===== src/rtl/sort_pkg.sv =====
// rtl/sort_pkg.sv - shared constants, state types and length clamp for the sorter/verifier pair
package sort_pkg;
   localparam int ADDR_W    = 8;
   localparam int DATA_W    = 8;
   localparam int LEN_W     = 10;
   localparam int MEM_DEPTH = 256;
   localparam int ERR_W     = 8;
   localparam int SUM_W     = 16;

   typedef enum logic [2:0] {SORT_IDLE, SORT_LOAD, SORT_CMP, SORT_SWAP, SORT_DONE} sort_state_e;
   typedef enum logic [1:0] {VER_IDLE, VER_ISSUE, VER_DRAIN, VER_DONE} ver_state_e;

   // Lengths beyond the RAM depth scan the whole RAM exactly once.
   function automatic logic [ADDR_W:0] clamp_len(input logic [LEN_W-1:0] len);
      if (len > LEN_W'(MEM_DEPTH))
         return (ADDR_W+1)'(MEM_DEPTH);
      else
         return len[ADDR_W:0];
   endfunction
endpackage


===== src/rtl/sort_verifier_if.sv =====
// rtl/sort_verifier_if.sv - request, RAM read port and result bundle of the sort verifier
interface sort_verifier_if;
   import sort_pkg::*;

   logic              start;
   logic [LEN_W-1:0]  len;
   logic [ADDR_W-1:0] mem_addr;
   logic              mem_rden;
   logic [DATA_W-1:0] mem_q;
   logic              busy;
   logic              done;
   logic              pass;
   logic [ERR_W-1:0]  err_count;
   logic [ADDR_W-1:0] first_err_idx;
   logic [SUM_W-1:0]  checksum;
   logic [DATA_W-1:0] min_val;
   logic [DATA_W-1:0] max_val;

   modport master (
      output start, len, mem_q,
      input  mem_addr, mem_rden, busy, done, pass, err_count,
             first_err_idx, checksum, min_val, max_val
   );

   modport slave (
      input  start, len, mem_q,
      output mem_addr, mem_rden, busy, done, pass, err_count,
             first_err_idx, checksum, min_val, max_val
   );
endinterface


===== src/rtl/sort_verifier.sv =====
// rtl/sort_verifier.sv - scans the sorted RAM, checks ordering and accumulates checksum/min/max
module sort_verifier
   import sort_pkg::*;
(
   input  logic           CLOCK_50,
   input  logic           rst_n,
   sort_verifier_if.slave bus
);

   ver_state_e        state_q, state_d;
   logic [ADDR_W-1:0] addr_q, addr_d;
   logic [ADDR_W-1:0] last_q, last_d;
   logic              rden_q, rden_d;
   logic              vld_q, vld_d;
   logic [DATA_W-1:0] prev_q, prev_d;
   logic [ADDR_W-1:0] idx_q, idx_d;
   logic [ERR_W-1:0]  err_q, err_d;
   logic [ADDR_W-1:0] first_q, first_d;
   logic [SUM_W-1:0]  sum_q, sum_d;
   logic [DATA_W-1:0] min_q, min_d;
   logic [DATA_W-1:0] max_q, max_d;
   logic              pass_q, pass_d;
   logic [ADDR_W:0]   n_w;
   logic [ADDR_W:0]   n_m1;

   assign n_w  = clamp_len(bus.len);
   assign n_m1 = n_w - 1'b1;

   always_ff @(posedge CLOCK_50) begin
      if (!rst_n) begin
         state_q <= VER_IDLE;
         addr_q  <= '0;
         last_q  <= '0;
         rden_q  <= 1'b0;
         vld_q   <= 1'b0;
         prev_q  <= '0;
         idx_q   <= '0;
         err_q   <= '0;
         first_q <= '0;
         sum_q   <= '0;
         min_q   <= '0;
         max_q   <= '0;
         pass_q  <= 1'b0;
      end else begin
         state_q <= state_d;
         addr_q  <= addr_d;
         last_q  <= last_d;
         rden_q  <= rden_d;
         vld_q   <= vld_d;
         prev_q  <= prev_d;
         idx_q   <= idx_d;
         err_q   <= err_d;
         first_q <= first_d;
         sum_q   <= sum_d;
         min_q   <= min_d;
         max_q   <= max_d;
         pass_q  <= pass_d;
      end
   end

   always_comb begin
      state_d = state_q;
      addr_d  = addr_q;
      last_d  = last_q;
      rden_d  = rden_q;
      vld_d   = rden_q;
      prev_d  = prev_q;
      idx_d   = idx_q;
      err_d   = err_q;
      first_d = first_q;
      sum_d   = sum_q;
      min_d   = min_q;
      max_d   = max_q;
      pass_d  = pass_q;

      // vld_q marks the cycle in which mem_q holds the word addressed one cycle earlier.
      if (vld_q) begin
         sum_d  = sum_q + SUM_W'(bus.mem_q);
         prev_d = bus.mem_q;
         idx_d  = idx_q + 1'b1;
         if (bus.mem_q < min_q) min_d = bus.mem_q;
         if (bus.mem_q > max_q) max_d = bus.mem_q;
         if ((idx_q != '0) && (bus.mem_q < prev_q)) begin
            if (err_q != '1) err_d = err_q + 1'b1;
            if (err_q == '0) first_d = idx_q;
         end
      end

      case (state_q)
         VER_IDLE, VER_DONE: begin
            if (bus.start) begin
               sum_d   = '0;
               err_d   = '0;
               first_d = '0;
               idx_d   = '0;
               pass_d  = 1'b0;
               addr_d  = '0;
               if (n_w == '0) begin
                  // Empty scan still takes one cycle through DRAIN so done timing is uniform.
                  state_d = VER_DRAIN;
                  min_d   = '0;
                  max_d   = '0;
               end else begin
                  state_d = VER_ISSUE;
                  rden_d  = 1'b1;
                  last_d  = n_m1[ADDR_W-1:0];
                  min_d   = '1;
                  max_d   = '0;
               end
            end
         end
         VER_ISSUE: begin
            addr_d = addr_q + 1'b1;
            if (addr_q == last_q) begin
               state_d = VER_DRAIN;
               rden_d  = 1'b0;
            end
         end
         VER_DRAIN: begin
            if (!vld_q) begin
               state_d = VER_DONE;
               pass_d  = (err_q == '0);
            end
         end
         default: state_d = VER_IDLE;
      endcase
   end

   assign bus.mem_addr      = addr_q;
   assign bus.mem_rden      = rden_q;
   assign bus.busy          = (state_q == VER_ISSUE) || (state_q == VER_DRAIN);
   assign bus.done          = (state_q == VER_DONE);
   assign bus.pass          = pass_q;
   assign bus.err_count     = err_q;
   assign bus.first_err_idx = first_q;
   assign bus.checksum      = sum_q;
   assign bus.min_val       = min_q;
   assign bus.max_val       = max_q;

endmodule


===== src/flat_wrapper.sv =====
// flat-port wrapper written by rule: the top's interface ports become plain ports
module sort_verifier_flat import sort_pkg::*;
  (CLOCK_50, rst_n, bus_start, bus_len, bus_mem_q, bus_mem_addr, bus_mem_rden, bus_busy, bus_done, bus_pass, bus_err_count, bus_first_err_idx, bus_checksum, bus_min_val, bus_max_val);
  sort_verifier_if bus_i ();
  input  logic CLOCK_50;
  input  logic rst_n;
  input wire logic [$bits(bus_i.start)-1:0] bus_start;
  input wire logic [$bits(bus_i.len)-1:0] bus_len;
  input wire logic [$bits(bus_i.mem_q)-1:0] bus_mem_q;
  output wire logic [$bits(bus_i.mem_addr)-1:0] bus_mem_addr;
  output wire logic [$bits(bus_i.mem_rden)-1:0] bus_mem_rden;
  output wire logic [$bits(bus_i.busy)-1:0] bus_busy;
  output wire logic [$bits(bus_i.done)-1:0] bus_done;
  output wire logic [$bits(bus_i.pass)-1:0] bus_pass;
  output wire logic [$bits(bus_i.err_count)-1:0] bus_err_count;
  output wire logic [$bits(bus_i.first_err_idx)-1:0] bus_first_err_idx;
  output wire logic [$bits(bus_i.checksum)-1:0] bus_checksum;
  output wire logic [$bits(bus_i.min_val)-1:0] bus_min_val;
  output wire logic [$bits(bus_i.max_val)-1:0] bus_max_val;
  assign bus_i.start = bus_start;
  assign bus_i.len = bus_len;
  assign bus_i.mem_q = bus_mem_q;
  assign bus_mem_addr = bus_i.mem_addr;
  assign bus_mem_rden = bus_i.mem_rden;
  assign bus_busy = bus_i.busy;
  assign bus_done = bus_i.done;
  assign bus_pass = bus_i.pass;
  assign bus_err_count = bus_i.err_count;
  assign bus_first_err_idx = bus_i.first_err_idx;
  assign bus_checksum = bus_i.checksum;
  assign bus_min_val = bus_i.min_val;
  assign bus_max_val = bus_i.max_val;
  sort_verifier u_core (.CLOCK_50(CLOCK_50), .rst_n(rst_n), .bus(bus_i));
endmodule

===== config.mk =====
export PLATFORM = sky130hd
export DESIGN_NAME = sort_verifier_flat
export DESIGN_NICKNAME = d
export VERILOG_FILES = /design/src/rtl/sort_pkg.sv /design/src/rtl/sort_verifier_if.sv /design/src/rtl/sort_verifier.sv /design/src/flat_wrapper.sv
export SDC_FILE = /design/constraint.sdc
export NUM_CORES = 1
export LEC_CHECK = 0
export ABC_AREA = 1
export CORE_MARGIN = 5
export CORE_UTILIZATION = 51
export CTS_CLUSTER_SIZE = 25
export DETAILED_ROUTE_END_ITERATION = 12
export PLACE_DENSITY = 0.77
export SLEW_MARGIN = 20
export SYNTH_ARGS = -nofsm -noshare
export SYNTH_HDL_FRONTEND = slang
export SYNTH_SLANG_ARGS = --single-unit

===== constraint.sdc =====
create_clock -name CLOCK_50 -period 2.4 [get_ports CLOCK_50]
set_clock_uncertainty 0.2 [all_clocks]
set_input_delay 0.24 -clock CLOCK_50 [delete_from_list [all_inputs] [get_ports CLOCK_50]]
set_output_delay 0.24 -clock CLOCK_50 [all_outputs]
set_load 0.02 [all_outputs]

==> flow_metrics.tcl <==
set metrics [dict create \
    finalNetCount 929 \
    clock.fmax_mhz 459.9 \
    grt_setup_unrepaired "false" \
    cp-start-kind "register" \
    routabilityCongestion 0.9183 \
    max-clock-path-buffers 2 \
    post-synth-top-area-fraction_pct 33.79 \
    path_class "register to register" \
    synthDominantAreaCellType "sky130_fd_sc_hd__dfxtp_1" \
    drtPass1Iterations 5 \
    postSynth.topFlopCell "sky130_fd_sc_hd__dfxtp_1" \
    root_cell_of_the_clock_tree "sky130_fd_sc_hd__clkbuf_8" \
    dieWidth_um 109.4 \
    worst_path_max_delay_cell "sky130_fd_sc_hd__dfxtp_1" \
    cts_inserted_buffers 9 \
    worst-slew-pin-transition_ns 0.4428 \
    totalNegativeSetupSlack_ns 0 \
    syn-mean-instance-area_um2 6.769 \
    clk_pin_slew_worst_paths_ns 0.09 \
    count_of_port_buffers_added_during_placement 80 \
    layout_setup_ws_ns 0.2258 \
    drc 0 \
    start_util_pct 52.00 \
    min_to "u_core.prev_q[3]" \
    top_family_by_delay_on_critical_path "simple AND/OR/NAND/NOR gates" \
    reg2reg_depth 10 \
    fp.dieArea_um2 11960 \
    run_status "completed" \
    synth-seq-cells 85 \
    std_cell_rows 36 \
    dp_slack_ns -0.1736 \
    synth_instances 744 \
    critical_path.reg2reg.startpoint "u_core.state_q[0]" \
    antennaDiodeCount 0 \
    number_of_pins_with_negative_max_slew_slack_in_the_final_report 0 \
    number_of_distinct_library_cell_variants_in_the_gate_level_netlist_after_synthesis 41 \
    synth_area_leaders "sky130_fd_sc_hd__dfxtp_1, sky130_fd_sc_hd__nand2_1, sky130_fd_sc_hd__ha_1, sky130_fd_sc_hd__nor2_1, sky130_fd_sc_hd__inv_1" \
    first_global_vias 5083 \
    detailroute.via_count 5142 \
    timing.critical_path.fanout_max 5 \
    dieHeight_um 109.4 \
    synthToLayoutAreaGrowth_pct 30.01 \
    worstSetupEndpointType "register" \
    track_usage_pct 22.75 \
    cts.sinks 85 \
    arrival_ns 2.21 \
    holdCritPathClass "register to register" \
    grt_pass1_wl_mm 22.12 \
    synth_seq_area_share_pct 33.79 \
    critical-path-max-stage-delay_ns 0.40 \
    timing.critical_path.buf_inv 3 \
    synth_warn 0 \
    worstSkewPairLatency_ns 0.36 \
    min_period_over_period_pct 90.59 \
    vias_per_cell 5.116 \
    max-cap-violations 0 \
    design.portCount 81 \
    min_from "u_core.prev_q[3]" \
    vdd.ir_drop.worst_uv 542.3 \
    worst_r2r_endpoint "u_core.bus.mem_addr[7]" \
    power_per_cell_area_nw_per_um2 785.6 \
    crit_required_ns 2.44 \
    report.final.hold_viol_count 0 \
    synth_edf_count 0 \
    cts_tree "done" \
    cts_post_setup_buffers_inserted 0 \
    detail_route.iter0.violations 333 \
    grt_start_max_net_pins 26 \
    final_core_util_pct 67.61 \
    htreeDepth 3 \
    setup_viol 0 \
    globalRoute.totalOverflow 0 \
    r2r_slack_ns 0.23 \
    total_power_mw 5.144 \
    p_leak_nw 3.000 \
    crit_chain "inv_1 > ha_1 > nand2_2 > o21ai_2 > inv_2 > nor2_1 > inv_1 > nor2_2 > and3_1 > nor3_1" \
    core_region_area_um2 9684 \
    timing.final.crit_period_ns 2.174 \
    hpwlAfterDp_mm 9.802 \
    async_flop_share_pct 0 \
    post_synthesis_net_count 806 \
    hold-path-cell-count 2 \
    worst_rel_slew_slack_pct 70.17 \
    filler_cell_count 855 \
    drive_gt1_share_pct 9.977 \
    totalWireLength_mm 12.97 \
    detail-route-antenna-nets 0 \
    wl_per_cell_um 12.91 \
    critPathMostFrequentCell "sky130_fd_sc_hd__inv_1" \
    grt_antenna_before_repair 0 \
    synth_area_um2 5036 \
]
## worst reg2reg max path, stage by stage, from the launching register on
cell and delay, ns:
sky130_fd_sc_hd__dfxtp_1 0.40, sky130_fd_sc_hd__inv_1 0.07, sky130_fd_sc_hd__ha_1 0.39, sky130_fd_sc_hd__nand2_2 0.17, sky130_fd_sc_hd__o21ai_2 0.17, sky130_fd_sc_hd__inv_2 0.11, sky130_fd_sc_hd__nor2_1 0.13, sky130_fd_sc_hd__inv_1 0.07
sky130_fd_sc_hd__nor2_2 0.14, sky130_fd_sc_hd__and3_1 0.17, sky130_fd_sc_hd__nor3_1 0.04
## through the flow
| stage | hold slack [ns] | instance area (um^2) | cells |
|---|---|---|---|
| after floorplan | 0.1749 | 5036 | 744 |
| after global placement | 0.2477 | 6287 | 988 |
| after detailed placement | 0.2557 | 6287 | 988 |
| after CTS | 0.2685 | 6533 | 1004 |
| after global routing | 0.2945 | 6548 | 1005 |
| final | 0.2658 | 6548 | 1005 |
## power by group
group	total [mW]	switching [mW]	internal [mW]	leakage (nW)
registers	1.79	0.160	1.63	0.691
clock network	1.25	0.558	0.697	0.116
logic	2.10	1.26	0.847	2.19
## cell type report
type | count | area, um^2 | area share, %
Timing Repair Buffer | 124 | 1142 | 17.45
Tap cell | 133 | 166.4 | 2.542
Clock buffer | 9 | 123.9 | 1.892
Clock inverter | 7 | 122.6 | 1.873
Multi-Input combinational cell | 536 | 2872 | 43.86
Sequential cell | 85 | 1702 | 25.99
Inverter | 111 | 419.2 | 6.402
## kinds of logic after synthesis
family,count (synthesis),share of synthesized area [%]
simple gates,373,31.88
buf+inv,124,9.491
compound gates,109,12.42
flops,85,33.79
fa+ha+maj,41,10.34
xor+xnor,12,2.087
## placed cells by master (no fill, tap or decap), types with 2 or more instances in the layout
cell type,n
sky130_fd_sc_hd__o21bai_1,4
sky130_fd_sc_hd__nor2_1,115
sky130_fd_sc_hd__nand4_1,7
sky130_fd_sc_hd__buf_4,43
sky130_fd_sc_hd__nand3_2,4
sky130_fd_sc_hd__o211ai_1,3
sky130_fd_sc_hd__a21oi_4,2
sky130_fd_sc_hd__xnor2_1,7
sky130_fd_sc_hd__clkbuf_8,9
sky130_fd_sc_hd__clkdlybuf4s50_1,79
sky130_fd_sc_hd__bufinv_16,3
sky130_fd_sc_hd__nor4_1,3
sky130_fd_sc_hd__nand3b_1,8
sky130_fd_sc_hd__nor2_2,3
sky130_fd_sc_hd__nand2_1,164
sky130_fd_sc_hd__clkinvlp_4,2
sky130_fd_sc_hd__o21a_1,3
sky130_fd_sc_hd__dfxtp_1,85
sky130_fd_sc_hd__inv_2,5
sky130_fd_sc_hd__inv_1,104
sky130_fd_sc_hd__a21oi_2,2
sky130_fd_sc_hd__nand3_1,48
sky130_fd_sc_hd__o21ai_1,9
sky130_fd_sc_hd__ha_1,40
sky130_fd_sc_hd__o21ai_0,33
sky130_fd_sc_hd__nand2_2,3
sky130_fd_sc_hd__xor2_1,5
sky130_fd_sc_hd__o21ai_2,2
sky130_fd_sc_hd__a21oi_1,46
sky130_fd_sc_hd__nor3_1,13
## flip-flops by register name, summed over array words and instances, names as in the netlist
register and cells:
u_core.bus.pass 1, u_core.bus.mem_addr 8, u_core.vld_q 1, u_core.bus.err_count 8, u_core.bus.first_err_idx 8, u_core.bus.min_val 8, u_core.idx_q 8, u_core.bus.mem_rden 1
u_core.bus.max_val 8, u_core.last_q 8, u_core.bus.checksum 16, u_core.prev_q 8, u_core.state_q 2
## synth_stat cells (3+ instances only)
master and instances:
sky130_fd_sc_hd__a21oi_1 47, sky130_fd_sc_hd__clkbuf_1 10, sky130_fd_sc_hd__dfxtp_1 85, sky130_fd_sc_hd__ha_1 40
sky130_fd_sc_hd__inv_1 104, sky130_fd_sc_hd__inv_2 5, sky130_fd_sc_hd__nand2_1 165, sky130_fd_sc_hd__nand3_1 48
sky130_fd_sc_hd__nand3_2 4, sky130_fd_sc_hd__nand3b_1 8, sky130_fd_sc_hd__nand4_1 7, sky130_fd_sc_hd__nor2_1 115
sky130_fd_sc_hd__nor2_2 3, sky130_fd_sc_hd__nor3_1 13, sky130_fd_sc_hd__nor4_1 3, sky130_fd_sc_hd__o211ai_1 3
sky130_fd_sc_hd__o21a_1 3, sky130_fd_sc_hd__o21ai_0 33, sky130_fd_sc_hd__o21ai_1 9, sky130_fd_sc_hd__o21bai_1 4
sky130_fd_sc_hd__xnor2_1 7, sky130_fd_sc_hd__xor2_1 5
## layer usage
metal / vias to the layer above / track usage, % / share of wire, %
li1: 2630 / - / -
met1: 2351 / 27.53 / 43
met2: 144 / 39.76 / 50
met3: 17 / 5.344 / 5.5
met4: 0 / 7.302 / 1.4
met5: - / 0 / 0
## how the worst max path moves through the flow
stage	startpoint	depth (start not counted)	to	slack, ns
after floorplan	u_core.bus.checksum[0]	11	u_core.bus.checksum[14]	0.30
after global placement	bus_mem_q[0]	12	u_core.bus.checksum[14]	-0.05
after detailed placement	bus_len[6]	14	u_core.last_q[4]	-0.17
after CTS	bus_len[6]	14	u_core.last_q[4]	0.21
after global routing	bus_len[6]	15	u_core.state_q[0]	0.009
final	u_core.state_q[0]	10	u_core.bus.mem_addr[7]	0.23
## repair_timing
action,4_1_cts,5_1_grt
gates resized for setup,1,2
endpoints found under the setup margin,1,7
endpoints found under the hold margin,0,0
hold buffers,0,0
pin swaps,0,1
gates cloned,0,1
Power figures use the tool's default switching activity.
